===== src/rtl/atree_seq_sum.sv =====
// rtl/atree_seq_sum.sv - sequential vector reduction through one shared adder tree.
// Holds one captured vector and adds it into an accumulator one tree-width chunk per clock.

module atree #(
    parameter int IN_WIDTH = 8,
    parameter int LEVELS   = 2
) (
    input  logic [(2**LEVELS)*IN_WIDTH-1:0] data,
    output logic [IN_WIDTH+LEVELS-1:0]      sum
);
    localparam int OW = IN_WIDTH + LEVELS;

    genvar l, j;
    for (l = 0; l <= LEVELS; l++) begin : g_lvl
        logic [OW-1:0] s [2**(LEVELS-l)];
        if (l == 0) begin : g_leaf
            for (j = 0; j < 2**LEVELS; j++) begin : g_in
                assign s[j] = OW'(data[j*IN_WIDTH +: IN_WIDTH]);
            end
        end else begin : g_add
            for (j = 0; j < 2**(LEVELS-l); j++) begin : g_pair
                assign s[j] = g_lvl[l-1].s[2*j] + g_lvl[l-1].s[2*j+1];
            end
        end
    end

    assign sum = g_lvl[LEVELS].s[0];
endmodule

module atree_seq_sum #(
    parameter int IN_WIDTH = 8,
    parameter int LEVELS   = 2,
    parameter int CHUNKS   = 4,
    localparam int CH        = 2**LEVELS,
    localparam int N         = CHUNKS * CH,
    localparam int ACC_WIDTH = IN_WIDTH + LEVELS + ((CHUNKS > 1) ? $clog2(CHUNKS) : 1)
) (
    input  logic                         clk,
    input  logic                         rst,
    input  logic                         in_valid,
    output logic                         in_ready,
    input  logic [N-1:0][IN_WIDTH-1:0]   in_data,
    output logic                         out_valid,
    input  logic                         out_ready,
    output logic [ACC_WIDTH-1:0]         out_sum,
    output logic                         busy
);
    localparam int IDX_W = (CHUNKS > 1) ? $clog2(CHUNKS) : 1;
    localparam int CW    = CH * IN_WIDTH;
    localparam int TW    = IN_WIDTH + LEVELS;

    typedef enum logic [1:0] {IDLE, SUM, DONE} state_t;

    state_t               state;
    logic [IDX_W-1:0]     idx;
    logic [ACC_WIDTH-1:0] acc;
    logic [N*IN_WIDTH-1:0] vec;
    logic [CW-1:0]        chunk;
    logic [TW-1:0]        tree_sum;
    logic [ACC_WIDTH-1:0] acc_next;

    assign in_ready = (state == IDLE) && !rst;

    // Chunk mux in front of the single shared tree.
    always_comb begin
        chunk = '0;
        for (int c = 0; c < CHUNKS; c++) begin
            if (idx == IDX_W'(c)) chunk = vec[c*CW +: CW];
        end
    end

    atree #(.IN_WIDTH(IN_WIDTH), .LEVELS(LEVELS)) u_tree (
        .data (chunk),
        .sum  (tree_sum)
    );

    assign acc_next = acc + ACC_WIDTH'(tree_sum);

    always_ff @(posedge clk or posedge rst) begin
        if (rst) begin
            state     <= IDLE;
            idx       <= '0;
            acc       <= '0;
            vec       <= '0;
            out_valid <= 1'b0;
            out_sum   <= '0;
            busy      <= 1'b0;
        end else begin
            case (state)
                IDLE: begin
                    if (in_valid) begin
                        vec   <= in_data;
                        acc   <= '0;
                        idx   <= '0;
                        busy  <= 1'b1;
                        state <= SUM;
                    end
                end
                SUM: begin
                    acc <= acc_next;
                    idx <= idx + IDX_W'(1);
                    if (idx == IDX_W'(CHUNKS - 1)) begin
                        // The total leaves on the same edge that adds the last chunk.
                        idx       <= '0;
                        out_valid <= 1'b1;
                        out_sum   <= acc_next;
                        state     <= DONE;
                    end
                end
                DONE: begin
                    if (out_ready) begin
                        out_valid <= 1'b0;
                        out_sum   <= '0;
                        busy      <= 1'b0;
                        state     <= IDLE;
                    end
                end
                default: state <= IDLE;
            endcase
        end
    end
endmodule


===== config.mk =====
export PLATFORM = sky130hd
export DESIGN_NAME = atree_seq_sum
export DESIGN_NICKNAME = d
export VERILOG_FILES = /design/src/rtl/atree_seq_sum.sv
export SDC_FILE = /design/constraint.sdc
export NUM_CORES = 1
export LEC_CHECK = 0
export ABC_AREA = 0
export CORE_MARGIN = 1
export CORE_UTILIZATION = 54
export DETAILED_ROUTE_END_ITERATION = 12
export PLACE_DENSITY = 0.81
export SLEW_MARGIN = 20
export SYNTH_ARGS = -nofsm -noshare
export SYNTH_HDL_FRONTEND = slang
export SYNTH_SLANG_ARGS = --single-unit

===== constraint.sdc =====
create_clock -name clk -period 7.3 [get_ports clk]
set_clock_uncertainty 0.2 [all_clocks]
set_input_delay 1.095 -clock clk [delete_from_list [all_inputs] [get_ports clk]]
set_output_delay 1.095 -clock clk [all_outputs]
set_load 0.01 [all_outputs]

== Word-level counts from Yosys, hierarchy flattened ==
Index checks and enable logic that the tools add are counted.
Widths: inputs -> output; s select.
Word-level totals
  bits of input ports: 132
  register bits after elaboration: 158
  output and inout bits: 15
  logic and storage cells: 53
Cells by class
  reduce and logical (&&, ||, !) cells: 12
  $add $sub $neg: 5
  muxes and demuxes: 21
  eq/ne operators: 8
Operator list (count)
  $mux 32: 4
  $pmux 12 s2: 2
  $mux 12: 3
  $add 8x8->9: 2
  $add 12x10->12: 1
  $add 10x10->10: 1
  $mux 2: 5
  $reduce_and 3->1: 3
  $eq 2x2->1 const B: 3
  $ne 2x2->1 const B: 3
  $pmux 2 s3: 1
  $reduce_bool 2->1: 3
  $eq 2x1->1 const B: 2
  $logic_not 2->1: 2
  $pmux 1 s2: 2
  $pmux 2 s2: 1
  $reduce_and 2->1: 2
  $mux 1: 3
  $add 2x1->2 const B: 1
  $logic_and 1x1->1: 1
  $logic_not 1->1: 1

== Longest topological paths before layout ==
Gate-level depths: netlist (run 1).
  depth after elaboration: 10
  mapped depth: 28

== Hierarchy ==
From an unflattened synthesis (run 1), not the netlist that was laid out.
Second synthesis, totals
  cells, all modules: 1029
  area total of the unflattened synthesis: 8405.6 um2
Modules (own cells, without submodules)
  atree_seq_sum: area each 7626.1 um2, cells an instance 933, times used 1
  atree: area each 779.5 um2, cells an instance 96, times used 1

== Worst setup path after synthesis (run 1) ==
No wires, ideal clock.
  path type: reg-to-reg
  start point: reg idx[1]
  end point: reg out_sum[11]
  stages on the path, launching flop included: 26
  arrival time: 4.975 ns
  buffers on the path: 2
  path slack: 2.003 ns
  cell sequence: dfrtp_1 inv_1 ha_1 clkbuf_1 clkbuf_1 nand3b_1 a21oi_1 a21oi_1 o21ai_0 ha_1 fa_1 a21o_1 a21oi_1 o21ai_0 a21o_1 a21o_1 ha_1 o2111ai_1 nor2_1 a211oi_1 o21ai_0 ha_1 a21oi_1 a31oi_1 or3_1 a32o_1
Between the ends
  word-level cells in the longest chain between the ends: 10
  elaborated cells between the ends (all ways): 16
  classes of those cells: add/sub (4); eq/ne (4); mux (6); reduce/logical (2)
RTL lines
  start, declared: RTL line 55  | logic [IDX_W-1:0] idx;
  start signal, assigned: RTL line 101  | idx <= idx + IDX_W'(1);
  $logic_not 2->1: RTL line 68  | if (idx == IDX_W'(c)) chunk = vec[c*CW +: CW];
  $mux 32 (4 in a row): RTL line 68
  $add 8x8->9: RTL line 22  | assign s[j] = g_lvl[l-1].s[2*j] + g_lvl[l-1].s[2*j+1];
  $add 10x10->10: RTL line 22
  $add 12x10->12: RTL line 77  | assign acc_next = acc + ACC_WIDTH'(tree_sum);
  $mux 12: RTL line 102  | if (idx == IDX_W'(CHUNKS - 1)) begin
  $pmux 12 s2: RTL line 89  | case (state)
  end signal, assigned: RTL line 106  | out_sum <= acc_next;
  end, declared: RTL line 45  | output logic [ACC_WIDTH-1:0] out_sum,
Several ways; a longest one is shown, not always the timed one. The select of a mux whose other input is x is not followed.
A chain may end at the register's enable or synchronous reset.

== Final worst setup path (run 1) ==
Same ends and word-level chain as after synthesis.

==> results of run 1 <==
## Yosys cell counts (2+ instances only)
master and instances:
or3_1 6, xor2_1 9, nand3_1 9, o21bai_1 2, o21ai_0 60, a211oi_1 3, o21a_1 7, and2_1 2
nand4_1 2, dfrtp_1 158, buf_2 15, xnor2_1 11, a21oi_1 90, o31ai_1 7, a32o_1 4, a31o_2 3
clkbuf_1 35, a21o_1 13, nor3_1 2, a31oi_1 3, and3_1 5, buf_1 10, a211o_1 2, nand3b_1 32
inv_1 18, a22o_1 2, ha_1 39, nand2_1 470, nor2b_1 3, nor2_1 23, fa_1 4, a21boi_0 2
## registers in the layout, indices dropped and copies added (netlist names)
signal	count
acc	12
busy	1
idx	2
out_sum	12
out_valid	1
state	2
vec	128
## layer usage
layer,global-route usage (%),routed length (µm)
met5,0,0
met2,48.41,10760
met3,4.271,988
met4,10.78,507
met1,38.29,9772
## per-stage QoR
stage                     instances  hold slack [ps]  util (%)  setup WS [ps]  area (µm²)
final                          1398            275.7     70.12          859.8       10700
after global routing           1398            297.6     70.12          486.1       10700
after CTS                      1397            277.3     69.90          977.8       10670
after detailed placement       1366            261.7     65.83           1110       10040
after global placement         1366            258.7     65.83           1379       10040
after floorplan                1061            245.5         -           1742        8483
## worst min path at each step
stage               end  cells past startpoint      from  slack [ps]
2_1_floorplan  vec[119]                      2  vec[119]         250
3_3_place_gp    vec[79]                      2   vec[79]         260
3_5_place_dp    vec[57]                      2   vec[57]         260
4_1_cts         vec[57]                      2   vec[57]         280
5_1_grt         vec[66]                      2   vec[66]         300
6_report        vec[92]                      2   vec[92]         280
## kinds of logic after synthesis
family	after synthesis	share of synthesized area [%]
AOI/OAI and AO/OA	204	13.91
adders and majority gates	43	6.696
xor gates and xnor gates	20	2.065
buffers and inverters	78	3.673
DFF	158	46.61
and+or+nand+nor	558	27.05
## area by class of cell
cell class	count	area (µm²)	share of cell area, %
clock buffers	20	466.7	4.362
clock inverters	11	153.9	1.438
inverters	18	72.57	0.6783
multi-input cells	825	4239	39.62
flip-flops and latches	158	3954	36.95
well taps	211	264.0	2.468
repair buffers	155	1549	14.48
## critical path, delay by kind of cell, from the launching register on
family / cells / cell delay [ps]
AO/OA/AOI/OAI: 14 / 2810
adder cells (fa/ha/maj): 5 / 2180
AND/OR/NAND/NOR: 3 / 630
flip-flops: 1 / 400
buffers and inverters: 1 / 110
==> impl_metrics.tcl, run 1 <==
set metrics [dict create \
    antenna_cells 0 \
    r2r_end "out_sum[11]" \
    num-fill-cells 1223 \
    fp.coreArea_um2 15260 \
    arrival_ps 6560 \
    cts.repair.resized 0 \
    fp.dieH_um 127.3 \
    final_hold_viol_count 0 \
    cap_violations 0 \
    start_util_pct 55.60 \
    yosysSeqAreaShare_pct 46.61 \
    cts_root_buf "clkbuf_16" \
    hold_buffers 0 \
    fmax_ghz 0.1553 \
    grt_pass1_wl_mm 36.36 \
    hpwlAfterDp_mm 15.14 \
    end_kind "flop" \
    timing.rr.start "idx[1]" \
    grt-ovfl-total 0 \
    slew_headroom_pct 35.08 \
    post_drt_wl_per_cell_um 15.75 \
    cts_buffers 17 \
    run_status "complete, no violations" \
    hold_class "flop to flop" \
    yosysUniqueCellTypes 42 \
    cp_max_fo 30 \
    die_width_um 127.3 \
    place_congestion 0.8347 \
    netlist.area_leader.share_pct 46.61 \
    ys.warnings.count 0 \
    slowest_delay_ps 810 \
    setup_viol_count_final 0 \
    final.min_clock_period_ps 6440 \
    ios 147 \
    layout-drive-gt1-share_pct 4.381 \
    syn_avg_cell_area_um2 7.995 \
    synth_area_leader_cell "dfrtp_1" \
    netlist_top_cells_area "dfrtp_1 47%, nand2_1 21%, ha_1 5.8%" \
    endpoint "out_sum[11]" \
    worstMarginPinSlew_ps 973.9 \
    detail-route-antenna-nets 0 \
    ys_seq_elements 158 \
    slowest_stage "ha_1" \
    crit_type "flop to flop" \
    fin_tns_setup_ps 0 \
    tritoncts "done" \
    syn_area_um2 8483 \
    final_common_cell "nand2_1" \
    grt_pass1_vias 7466 \
    synth_edf_count 0 \
    rows 45 \
    postCtsSetupBuffers 0 \
    portBuffers 146 \
    area_growth_pct 26.12 \
    wirelength_mm 22.02 \
    cp.required_ps 7420 \
    path_cells "inv_1 -> ha_1 -> nand3b_1 -> a21oi_1 -> a21oi_1 -> o21ai_0 -> ha_1 -> fa_1 -> a21o_1 -> a21oi_1 -> o21ai_0 -> a21o_1 -> a21o_1 -> ha_1 -> o2111ai_1 -> nor2_1 -> a211oi_1 -> o21ai_0 -> ha_1 -> a21oi_1 -> a31oi_1 -> or3_1 -> a32o_1" \
    synthArstFlopShare_pct 100.0 \
    clk_pin_slew_ps 60 \
    htree_levels 4 \
    drt_first_iter_violations 553 \
    critPathLaunchType "flop" \
    final_nets 1350 \
    crit_start "idx[1]" \
    clockBufferDepth 2 \
    remaining_drc_errors 0 \
    synth_nets 1236 \
    gr-usage-all-layers_pct 28.93 \
    rsz0062_at_grt "no" \
    first_pass_iters 5 \
    clock_latency_ps 430 \
    drv_slew 0 \
    syn_inst 1061 \
    synth_flop_cell "dfrtp_1" \
    vias 7563 \
    clock-sinks 158 \
    reg2reg_setup_slack_ps 860 \
    worst_r2r_path_depth 23 \
    grt_max_degree 108 \
    final_cell_mix "469 x nand2_1, 158 x dfrtp_1, 146 x clkdlybuf4s50_1, 90 x a21oi_1, 60 x o21ai_0" \
    antenna_found_initial 0 \
    post-route-period-util_pct 88.22 \
    avgViaCountPerCell 5.410 \
    die-area_um2 16210 \
]
Power of run 1 is not shown: default switching activity piles up to over one toggle a cycle in this logic, so the estimate is an artifact.
==> inputs of run 2 (changes only) <==
ABC_CLOCK_PERIOD_IN_PS = 7300   (was unset)
==> results of run 2 <==
No change in the layout: final DEF, timing and power equal those of run 1.
Power of run 2 is left out for the same reason.
